<file path="config.mk">
export PLATFORM = sky130hd
export DESIGN_NAME = fruit_rom_rd_arbiter
export DESIGN_NICKNAME = d
export VERILOG_FILES = /design/src/rtl/fruit_rom_rd_arbiter.sv
export SDC_FILE = /design/constraint.sdc
export NUM_CORES = 1
export LEC_CHECK = 0
export BUFFER_PORTS_ARGS = -buffer_cell sky130_fd_sc_hd__buf_4
export CORE_MARGIN = 10
export CORE_UTILIZATION = 38
export CTS_BUF_LIST = sky130_fd_sc_hd__clkbuf_16
export DETAILED_ROUTE_END_ITERATION = 10
export PLACE_DENSITY_LB_ADDON = 0.05
export SYNTH_ARGS = -nofsm -noshare
export SYNTH_HDL_FRONTEND = slang
export SYNTH_SLANG_ARGS = --single-unit
</file>
<file path="constraint.sdc">
create_clock -name clk -period 6.8 [get_ports clk]
set_clock_uncertainty 0.1 [all_clocks]
set_input_delay 0 -clock clk [delete_from_list [all_inputs] [get_ports clk]]
set_output_delay 0 -clock clk [all_outputs]
set_load 0.05 [all_outputs]
</file>
<file path="src/rtl/fruit_rom_rd_arbiter.sv">
// Round-robin burst-read arbiter for a shared single-port template ROM.
// Issues one ROM address per cycle and tags returning data to its owner.
module fruit_rom_rd_arbiter #(
  parameter int NUM_REQ = 3,
  parameter int ADDR_W  = 10,
  parameter int DATA_W  = 32,
  parameter int LEN_W   = 8,
  parameter int RD_LAT  = 2
) (
  input  logic                      clk,
  input  logic                      rst_n,
  input  logic [NUM_REQ-1:0]        req_valid,
  output logic [NUM_REQ-1:0]        req_ready,
  input  logic [NUM_REQ*ADDR_W-1:0] req_addr,
  input  logic [NUM_REQ*LEN_W-1:0]  req_len,
  output logic [NUM_REQ-1:0]        rsp_valid,
  output logic                      rsp_last,
  output logic [DATA_W-1:0]         rsp_data,
  output logic                      busy,
  output logic [ADDR_W-1:0]         rom_addr,
  output logic                      rom_clk_en,
  input  logic [DATA_W-1:0]         rom_rd_data
);

  localparam int OW = $clog2(NUM_REQ);

  typedef enum logic {
    IDLE,
    BURST
  } state_t;

  typedef struct packed {
    logic          iss;
    logic [OW-1:0] own;
    logic          last;
  } tag_t;

  state_t state, state_nx;

  logic [OW-1:0]     rr_ptr;
  logic [OW-1:0]     win;
  logic [OW-1:0]     scan_idx;
  logic              win_ok;
  logic [ADDR_W-1:0] sel_addr;
  logic [LEN_W-1:0]  sel_len;
  logic [LEN_W-1:0]  rem;
  logic              issue;
  logic              last_issue;
  logic [OW-1:0]     owner;
  logic              pipe_any;
  tag_t              tag_q [RD_LAT];

  // Pick the first valid requester after the last winner, wrapping around.
  always_comb begin
    win      = '0;
    win_ok   = 1'b0;
    scan_idx = '0;
    for (int i = NUM_REQ; i >= 1; i--) begin
      scan_idx = OW'((int'(rr_ptr) + i) % NUM_REQ);
      if (req_valid[scan_idx]) begin
        win    = scan_idx;
        win_ok = 1'b1;
      end
    end
  end

  assign sel_addr = req_addr[int'(win)*ADDR_W +: ADDR_W];
  assign sel_len  = req_len[int'(win)*LEN_W +: LEN_W];

  // State register.
  always_ff @(posedge clk or negedge rst_n) begin
    if (!rst_n) state <= IDLE;
    else        state <= state_nx;
  end

  // Next state and the combinational grant.
  always_comb begin
    state_nx  = state;
    req_ready = '0;
    unique case (state)
      IDLE: begin
        if (win_ok) begin
          req_ready[win] = 1'b1;
          if (sel_len != LEN_W'(1)) state_nx = BURST;
        end
      end
      BURST: begin
        if (rem == LEN_W'(1)) state_nx = IDLE;
      end
      default: state_nx = IDLE;
    endcase
  end

  // Address generator: load on accept, count up while bursting.
  always_ff @(posedge clk or negedge rst_n) begin
    if (!rst_n) begin
      rom_addr   <= '0;
      issue      <= 1'b0;
      last_issue <= 1'b0;
      owner      <= '0;
      rem        <= '0;
      rr_ptr     <= OW'(NUM_REQ - 1);
    end else begin
      unique case (state)
        IDLE: begin
          if (win_ok) begin
            rom_addr   <= sel_addr;
            issue      <= 1'b1;
            last_issue <= (sel_len == LEN_W'(1));
            owner      <= win;
            rr_ptr     <= win;
            rem        <= sel_len - LEN_W'(1);
          end else begin
            issue      <= 1'b0;
            last_issue <= 1'b0;
          end
        end
        BURST: begin
          rom_addr   <= rom_addr + ADDR_W'(1);
          issue      <= 1'b1;
          last_issue <= (rem == LEN_W'(1));
          rem        <= rem - LEN_W'(1);
        end
        default: begin
          issue      <= 1'b0;
          last_issue <= 1'b0;
        end
      endcase
    end
  end

  // Tag pipeline matching the ROM read latency.
  always_ff @(posedge clk or negedge rst_n) begin
    if (!rst_n) begin
      for (int k = 0; k < RD_LAT; k++) tag_q[k] <= '0;
    end else begin
      tag_q[0] <= '{iss: issue, own: owner, last: last_issue};
      for (int k = 1; k < RD_LAT; k++) tag_q[k] <= tag_q[k-1];
    end
  end

  // Keep the ROM clocked while any read is outstanding.
  always_comb begin
    pipe_any = 1'b0;
    for (int k = 0; k < RD_LAT; k++) pipe_any = pipe_any | tag_q[k].iss;
  end

  assign rom_clk_en = issue | pipe_any;
  assign busy       = (state == BURST) | rom_clk_en;

  // Steer the returning beat to its owner.
  always_comb begin
    rsp_valid = '0;
    if (tag_q[RD_LAT-1].iss) rsp_valid[tag_q[RD_LAT-1].own] = 1'b1;
  end

  assign rsp_last = tag_q[RD_LAT-1].last;
  assign rsp_data = rom_rd_data;

endmodule

</file>
==> impl_metrics.csv <==
group,metric,value,unit
status,status,"finished, final reports clean",
power,power_frac_comb,0.650,
drt,drt-initial-drc-count,83,
clock_network,clockRootBuffer,"clkbuf_16",
sta,fin_crit_sh,0.6102,
grt,antenna_found_initial,0,
grt,grt_pass1_wl,12500,um
critical_path,reg2reg_depth,14,
yosys,async_reset_ff_frac,1.000,
critical_path,worstPathRequired,6.87,ns
sta,finalHoldViolCount,0,
critical_path,worst_setup_path_end_kind,"flip-flop",
grt,gr-total-overflow,0,
yosys,syn_area,2675,um^2
finish,layout_common_cells,"buf_4, dlygate4sd3_1, dfrtp_1",
clock_network,cts_buffers,5,
yosys,synth_seq_cells,32,
critical_path,worst_ep_arrival_time,4.22,ns
floorplan,ioPinCount,142,
yosys,syn_nets,406,
min_path,hold_class,"in2reg",
floorplan,die_area,10800,um^2
power,clkPwrFrac,0.145,
placed_design,io_buffer_count,77,
clock_network,cts_resized,0,
sta,fin_crit,4.150,ns
sta,setup_viol,0,
sta,fmax,241.0,MHz
critical_path,worst-setup-path-type,"reg2reg",
yosys,synth_edf_count,0,
critical_path,crit_fanout,24,
power,internal-power,869.1,uW
yosys,yosysTopAreaCellShare,0.2900,
power,power,1695,uW
sta,tightest_slew,0.9729,ns
sta,slew_viol_final,0,
yosys,synthFlopType,"dfrtp_1",
yosys,synth.avg_cell_area,8.742,um^2
drt,drc,0,
clock_network,cts_max_path_buffers,2,
placed_design,gp_congestion,0.7829,
yosys,ys.warnings.count,0,
finish,insertedDiodeCount,0,
clock_network,clkSlewWorstSetupHoldPaths,0.05,ns
drt,antenna_left,0,
finish,layout.nets,482,
critical_path,r2r_end,"rem[4]",
finish,syn_to_final_growth,34.89,%
drt,drt-total-wl,7617,um
min_path,hold_depth,5,
drt,vias,2399,
clock_network,htree_levels,2,
grt,globalRouteTotalUtil,0.1365,
yosys,synth_area_leader_cell,"dfrtp_1",
min_path,min_to,"rem[5]",
critical_path,ff2ff_setup_slack,2.65,ns
power,power_density,469.6,nW/um^2
grt,grt_max_degree,33,
sta,setup_tns,0,ns
grt,grt_pass1_vias,2481,
run,maxCapViolations,0,
clock_network,hold_buffers,39,
floorplan,die_w,103.9,um
finish,final_common_cell,"buf_4",
power,p_switching,825.4,uW
placed_design,dp_slack,2.630,ns
clock_network,cts_tree,"done",
clock_network,cts_setup_buffers,0,
critical_path,start_kind,"flip-flop",
floorplan,die_y,103.9,um
yosys,ys_seq_area_frac,0.2998,
floorplan,start_util,0.3916,
yosys,ys_top_cells_by_area,"dfrtp_1, buf_4, mux2i_1",
sta,grt_setup_unrepaired,"false",
clock_network,clock_latency,0.27,ns
min_path,hp-start,"req_len[21]",
finish,drive_gt1_frac,0.2611,
power,ir_drop,0.2667,mV
drt,drtPass1Iterations,4,
sta,fin_ws,2.650,ns
placed_design,dp_cells,432,
clock_network,cts.sink_count,32,
yosys,ys_types,53,
power,p_leak,0.001623,uW
finish,layoutNonFillerInstCount,479,
floorplan,core,6832,um^2
power,seqPwrFrac,0.204,
floorplan,num_rows,30,
power,switching_share,0.4871,
drt,vias_per_cell,5.008,
critical_path,rr_startpoint,"rr_ptr[1]",
drt,wl_per_cell,15.90,um
sta,relSlewSlack,0.3514,
yosys,synthCells,306,
placed_design,place_hpwl,5229,um
## power groups by stage
stage                     registers [uW]  clock network, uW  logic, uW
final                                346                246       1100
after global placement               347                  0       1030
after CTS                            346                253       1110
after floorplan                      441                  0        770
after detailed placement             349                  0       1030
after global routing                 361                261       1220
## Yosys cell counts, drive strengths merged (7+ instances only)
| library cell | number |
|---|---|
| mux2i | 22 |
| and3 | 7 |
| ha | 9 |
| a211oi | 15 |
| nand3 | 8 |
| xnor2 | 9 |
| clkbuf | 8 |
| xor2 | 9 |
| inv | 8 |
| o21ai | 10 |
| dfrtp | 31 |
| nor3 | 7 |
| nor2 | 28 |
| nand2 | 17 |
| a21oi | 21 |
| buf | 41 |
## critical path: stages (launching register included)
cell,delay [ns]
dfstp_2,0.55
inv_1,0.06
ha_1,0.46
nand3b_1,0.20
a21bo_2,0.25
a31oi_4,0.79
mux2i_1,0.17
a21oi_1,0.37
inv_1,0.08
ha_1,0.22
a21o_1,0.16
o211ai_1,0.13
nor2_1,0.08
xnor2_1,0.13
a221oi_1,0.29
## area by class of cell
type	instances	area (um^2)
fillers	661	3223
multi-input cells	217	1510
repair buffers	118	983.4
flip-flops and latches	32	802.0
clock buffers	5	125.1
well taps	96	120.1
clock inverters	3	37.54
inverters	8	30.03
## routing by layer
layer / track usage / routed length [um]
met2: 0.2108 / 3325
met3: 0.04337 / 583
met5: 0 / 0
met1: 0.1750 / 3626
met4: 0.04573 / 82
## cells by family (layout without fill, tap and decap cells)
group | count (synthesis) | count (layout) | synth area share
fa+ha+maj | 9 | 9 | 0.04210
xor+xnor | 18 | 18 | 0.05894
buf+inv | 57 | 134 | 0.1356
mux | 23 | 23 | 0.08653
simple gates | 92 | 92 | 0.1773
flops | 32 | 32 | 0.2998
compound gates | 75 | 75 | 0.1997
## flip-flops by register name, indices dropped and copies added (netlist names)
signal and cells:
issue 1, rem 8, owner 1, rr_ptr 2, tag_q 7, state 1, last_issue 1, rsp_last 1
rom_addr 10
## how the worst max path moves through the flow
stage | depth (start not counted) | from | slack [ns] | end
floorplan | 12 | rr_ptr[1] | 3.43 | rr_ptr[0]
global placement | 14 | rr_ptr[1] | 2.79 | rem[4]
detailed placement | 14 | rr_ptr[1] | 2.63 | rem[4]
CTS | 14 | rr_ptr[1] | 2.61 | rem[4]
global route | 14 | rr_ptr[1] | 2.29 | rem[6]
finish | 14 | rr_ptr[1] | 2.65 | rem[4]
## through the flow
| stage | utilization | hold WS (ns) | cell area (um^2) |
|---|---|---|---|
| 2_1_floorplan | - | -0.3956 | 2675 |
| 3_3_place_gp | 0.4473 | -0.1311 | 3055 |
| 3_5_place_dp | 0.4473 | -0.1318 | 3055 |
| 4_1_cts | 0.5282 | 0.09036 | 3608 |
| 5_1_grt | 0.5282 | 0.1366 | 3608 |
| 6_report | 0.5282 | 0.1010 | 3608 |
(Power assumes the default switching activity.)
